===== src/rtl/ccg_harness_pkg.sv =====
// ============================================================================
// Module  : ccg_harness_pkg
// Purpose : Shared types and constants for the CCGRCG response harness.
// Revision: 1.0  initial release
// ============================================================================
`default_nettype none

package ccg_harness_pkg;

   localparam int          OUT_W    = 18;
   localparam int          SIG_W    = 32;
   localparam int          CNT_W    = 16;
   localparam logic [31:0] DEF_POLY = 32'h04C1_1DB7;
   localparam logic [31:0] DEF_SEED = 32'h0000_0000;

   typedef enum logic [1:0] {
      ST_IDLE = 2'd0,
      ST_RUN  = 2'd1,
      ST_DONE = 2'd2
   } misr_state_t;

endpackage

`default_nettype wire


===== src/rtl/ccg_misr_step.sv =====
// ============================================================================
// Module  : ccg_misr_step
// Purpose : Combinational next-signature function of the response MISR.
// Revision: 1.0  initial release
// ============================================================================
`default_nettype none

module ccg_misr_step
   import ccg_harness_pkg::*;
#(
   parameter int               OUT_W = ccg_harness_pkg::OUT_W,
   parameter int               SIG_W = ccg_harness_pkg::SIG_W,
   parameter logic [SIG_W-1:0] POLY  = SIG_W'(DEF_POLY)
) (
   input  logic [SIG_W-1:0] sig,
   input  logic [OUT_W-1:0] data,
   output logic [SIG_W-1:0] next_sig
);

   logic [SIG_W-1:0] data_ext;
   logic [SIG_W-1:0] feedback;

   always_comb begin
      data_ext             = '0;
      data_ext[OUT_W-1:0]  = data;
   end

   // Polynomial feedback is applied only when a one leaves the MSB.
   assign feedback = sig[SIG_W-1] ? POLY : '0;
   assign next_sig = {sig[SIG_W-2:0], 1'b0} ^ feedback ^ data_ext;

endmodule

`default_nettype wire


===== src/rtl/ccg_resp_misr.sv =====
// ============================================================================
// Module  : ccg_resp_misr
// Purpose : Counts and compacts response beats into a MISR, then compares.
// Revision: 1.0  initial release
// ============================================================================
`default_nettype none

module ccg_resp_misr
   import ccg_harness_pkg::*;
#(
   parameter int               OUT_W = 18,
   parameter int               SIG_W = 32,
   parameter logic [SIG_W-1:0] POLY  = 32'h04C1_1DB7,
   parameter logic [SIG_W-1:0] SEED  = 32'h0000_0000,
   parameter int               CNT_W = 16
) (
   input  logic             clk,
   input  logic             rst_n,
   input  logic             start,
   input  logic [CNT_W-1:0] num_pat,
   input  logic [SIG_W-1:0] exp_sig,
   input  logic             f_valid,
   input  logic [OUT_W-1:0] f_data,
   output logic             f_ready,
   output logic             busy,
   output logic             done,
   output logic             pass,
   output logic [SIG_W-1:0] signature,
   output logic [CNT_W-1:0] count
);

   misr_state_t      state_q,   state_d;
   logic [SIG_W-1:0] sig_q,     sig_d;
   logic [CNT_W-1:0] cnt_q,     cnt_d;
   logic [CNT_W-1:0] npat_q,    npat_d;
   logic [SIG_W-1:0] exp_q,     exp_d;
   logic             pass_q,    pass_d;

   logic [SIG_W-1:0] step_sig;
   logic [CNT_W-1:0] cnt_inc;
   logic             xfer;

   ccg_misr_step #(
      .OUT_W (OUT_W),
      .SIG_W (SIG_W),
      .POLY  (POLY)
   ) u_step (
      .sig      (sig_q),
      .data     (f_data),
      .next_sig (step_sig)
   );

   assign cnt_inc = cnt_q + CNT_W'(1);
   assign xfer    = f_valid && (state_q == ST_RUN);

   always_ff @(posedge clk or negedge rst_n) begin
      if (!rst_n) begin
         state_q <= ST_IDLE;
         sig_q   <= SEED;
         cnt_q   <= '0;
         npat_q  <= '0;
         exp_q   <= '0;
         pass_q  <= 1'b0;
      end else begin
         state_q <= state_d;
         sig_q   <= sig_d;
         cnt_q   <= cnt_d;
         npat_q  <= npat_d;
         exp_q   <= exp_d;
         pass_q  <= pass_d;
      end
   end

   always_comb begin
      state_d = state_q;
      sig_d   = sig_q;
      cnt_d   = cnt_q;
      npat_d  = npat_q;
      exp_d   = exp_q;
      pass_d  = pass_q;

      case (state_q)
         ST_IDLE, ST_DONE: begin
            if (start) begin
               sig_d  = SEED;
               cnt_d  = '0;
               npat_d = num_pat;
               exp_d  = exp_sig;
               // An empty run completes at once against the seed itself.
               if (num_pat == '0) begin
                  state_d = ST_DONE;
                  pass_d  = (SEED == exp_sig);
               end else begin
                  state_d = ST_RUN;
                  pass_d  = 1'b0;
               end
            end
         end

         ST_RUN: begin
            if (xfer) begin
               sig_d = step_sig;
               cnt_d = cnt_inc;
               if (cnt_inc == npat_q) begin
                  state_d = ST_DONE;
                  pass_d  = (step_sig == exp_q);
               end
            end
         end

         default: begin
            state_d = ST_IDLE;
            pass_d  = 1'b0;
         end
      endcase
   end

   assign f_ready   = (state_q == ST_RUN);
   assign busy      = (state_q == ST_RUN);
   assign done      = (state_q == ST_DONE);
   assign pass      = pass_q && (state_q == ST_DONE);
   assign signature = sig_q;
   assign count     = cnt_q;

endmodule

`default_nettype wire


===== config.mk =====
export PLATFORM = sky130hd
export DESIGN_NAME = ccg_resp_misr
export DESIGN_NICKNAME = d
export VERILOG_FILES = /design/src/rtl/ccg_harness_pkg.sv /design/src/rtl/ccg_misr_step.sv /design/src/rtl/ccg_resp_misr.sv
export SDC_FILE = /design/constraint.sdc
export NUM_CORES = 1
export LEC_CHECK = 0
export BUFFER_PORTS_ARGS = -buffer_cell sky130_fd_sc_hd__buf_2
export CORE_AREA = 2 2 130 100
export DETAILED_ROUTE_END_ITERATION = 10
export DIE_AREA = 0 0 132 102
export GPL_TIMING_DRIVEN = 0
export PLACE_DENSITY_LB_ADDON = 0.15
export SLEW_MARGIN = 15
export SYNTH_ARGS = -nofsm -noshare
export SYNTH_HDL_FRONTEND = slang
export SYNTH_SLANG_ARGS = --single-unit

===== constraint.sdc =====
create_clock -name clk -period 4.49 [get_ports clk]
set_clock_uncertainty 0.1 [all_clocks]
set_input_delay 0.449 -clock clk [delete_from_list [all_inputs] [get_ports clk]]
set_output_delay 0.449 -clock clk [all_outputs]
set_load 0.05 [all_outputs]

==> results.sh <==
export IMPL_status="completed"
export IMPL_post_cts_setup_buffers=0
export IMPL_ys_flop_type="dfrtp_1"
export IMPL_use_met3=0.0437
export IMPL_cts_root_buf="clkbuf_16"
export IMPL_timing_max_cap_violations=0
export IMPL_hold_path_class="primary input to flip-flop"
export IMPL_post_route_drc_count=0
export IMPL_met1_usage=0.365
export IMPL_clock_power_share=0.179
export IMPL_multiInputGateArea_um2=2650
export IMPL_viasPerCell=5.32
export IMPL_busiest_layer="met1"
export IMPL_htree_levels=3
export IMPL_wirelength_mm=15.6
export IMPL_cts_sinks=99
export IMPL_rsz0062_at_grt="no"
export IMPL_n_fill_cell=1178
export IMPL_ir_drop_mv=0.377
export IMPL_yosys_warnings=0
export IMPL_finalHoldViolations=0
export IMPL_die_h_um=102
export IMPL_grt_pass1_vias=4651
export IMPL_power_frac_seq=0.352
export IMPL_num_io_pins=122
export IMPL_final_cell_mix="nand2_1, buf_2, dfrtp_1"
export IMPL_grt_pass1_wl_mm=24.9
export IMPL_power_density_nw_per_um2=664
export IMPL_synth_edff_count=0
export IMPL_syn_inst=603
export IMPL_cp_data_required_time_ns=4.61
export IMPL_leakage_nw=3.08
export IMPL_combPwrFrac=0.470
export IMPL_numCtsBuffers=9
export IMPL_total_power_mw=4.26
export IMPL_syn_area_per_cell_um2=8.74
export IMPL_core_um2=12100
export IMPL_crit_path_max_fanout=11
export IMPL_antenna_found_initial=0
export IMPL_track_usage=0.240
export IMPL_max_clock_path_buffers=2
export IMPL_clock_latency_ns=0.35
export IMPL_dieArea_um2=13500
export IMPL_fin_tns_setup_ns=0
export IMPL_max_freq_mhz=325
export IMPL_cts_tree="built"
export IMPL_slew_limit_headroom=0.438
export IMPL_die_width_um=132
export IMPL_area_growth_pct=21.7
export IMPL_tightest_slew_ns=0.843
export IMPL_grt_max_degree=84
export IMPL_io_buffers=121
export IMPL_clk_pin_slew_ns=0.07
export IMPL_yosysSeqAreaShare=0.470
export IMPL_period_minus_slack_ns=3.08
export IMPL_diodes=0
export IMPL_critPathKind="flip-flop to flip-flop"
export IMPL_dpl_hpwl_mm=11.7
export IMPL_finalSetupViolCount=0
export IMPL_cp_end_kind="flip-flop"
export IMPL_firstDrtPassIters=5
export IMPL_vias=4835
export IMPL_slew_viol_final=0
export IMPL_p_int_mw=2.26
export IMPL_nNetsFinal=808
export IMPL_register_area_um2=2480
export IMPL_use_met2=0.348
export IMPL_dr_first_iter_drc_count=383
export IMPL_switching_share=0.469
export IMPL_period_share=0.685
export IMPL_switching_power_mw=2.00
export IMPL_ant_nets=0
export IMPL_wire_per_inst_um=17.2
export IMPL_grt_remaining_overflow=0
export IMPL_async_reset_ff_frac=1.00
export IMPL_rows=35
export IMPL_worstPathArrival_ns=3.20
export IMPL_synth_fp_nets=674
export IMPL_start_kind="flip-flop"
export IMPL_final_common_cell="nand2_1"
export IMPL_floorplan_initialDensity=0.435
export IMPL_netlist_area_um2=5270
export IMPL_yosysUniqueCellTypes=50
export IMPL_ys_ff_latch=99
export IMPL_gp_congestion=0.912
export IMPL_drive_above_1_share=0.210
==> synth_stat cells (all sizes together), types with 4 or more instances <==
library cell,count,share of area
nand2,185,0.13
dfrtp,99,0.47
xnor2,58,0.096
o21ai,52,0.049
nand3,38,0.039
xor2,27,0.045
clkbuf,26,0.019
nor4,23,0.035
nor2,21,0.015
nand4,13,0.018
buf,8,0.0074
a21oi,6,0.0064
o31ai,5,0.0071
nand2b,4,0.0047
nor3,4,0.0038
==> sequential cells by signal (all words and copies together) (netlist names) <==
register and flops:
count 16, exp_q 32, npat_q 16, pass_q 1, signature 32, state_q 2
==> what timing repair did <==
| action | 4_1_cts | 5_1_grt |
|---|---|---|
| gates resized for setup | 0 | 0 |
| hold buffers | 1 | 0 |
| hold endpoints to repair | 16 | 0 |
==> cells by family after synthesis <==
logic type	share of synthesized area
compound gates	0.0878
xor+xnor	0.141
fa+ha+maj	0.00237
buf+inv	0.0273
flops	0.470
mux	0.00475
simple gates	0.267
==> power by group through the flow <==
stage / Clock, mW / Sequential (mW) / Combinational (mW)
3_5_place_dp: 0 / 1.51 / 1.98
3_3_place_gp: 0 / 1.50 / 1.96
5_1_grt: 0.802 / 1.55 / 2.20
2_1_floorplan: 0 / 1.83 / 1.10
6_report: 0.760 / 1.50 / 2.00
4_1_cts: 0.773 / 1.50 / 1.99
==> through the flow <==
step / area [um2] / worst slack (ns) / instances / utilization / hold WS, ns
finish: 6410 / 1.41 / 908 / 0.529 / 0.203
global route: 6410 / 1.18 / 908 / 0.529 / 0.203
CTS: 6410 / 1.48 / 908 / 0.529 / 0.198
detailed placement: 6120 / 1.48 / 891 / 0.504 / 0.199
global placement: 6080 / 1.49 / 890 / 0.502 / 0.377
floorplan: 5270 / 1.54 / 603 / - / 0.0534
==> area by class of cell <==
class                   instances  area share
plain buffers                  34      0.0213
clock buffers                  10      0.0373
repair buffers                123       0.101
flip-flops and latches         99       0.386
inverters                       2     0.00117
multi-input cells             468       0.413
clock inverters                 6     0.00722
well taps                     166      0.0324
==> metal layers <==
| layer | routed length, um | vias to the layer above |
|---|---|---|
| met5 | 0 | - |
| met4 | 271 | 0 |
| met3 | 1040 | 18 |
| met2 | 6580 | 182 |
| met1 | 7730 | 2330 |
| li1 | - | 2305 |
==> worst paths after layout <==
| check | start | end | slack (ns) | cells after the start |
|---|---|---|---|---|
| max | state_q[0]$_DFFE_PN0P_ | count[11]$_DFFE_PN0P_ | 1.41 | 9 |
| min reg2reg | npat_q[1]$_DFFE_PN0P_ | npat_q[1]$_DFFE_PN0P_ | 0.40 | 2 |
| max reg2reg | state_q[0]$_DFFE_PN0P_ | count[11]$_DFFE_PN0P_ | 1.41 | 9 |
| max in group asynchronous | rst_n | exp_q[9]$_DFFE_PN0P_ | 3.25 | 3 |
| min in group asynchronous | rst_n | npat_q[2]$_DFFE_PN0P_ | 0.38 | 2 |
| min | num_pat[10] | npat_q[10]$_DFFE_PN0P_ | 0.20 | 3 |
==> critical path, stage by stage, from the launching register on <==
cell      delay, ns
dfrtp_1        0.36
clkbuf_1       0.20
nand2b_1       0.28
inv_2          0.18
and2_1         0.19
clkbuf_1       0.21
nor2_1         0.64
clkbuf_1       0.50
o21ai_0        0.18
o41ai_1        0.11
Power figures use the tool's default switching activity.
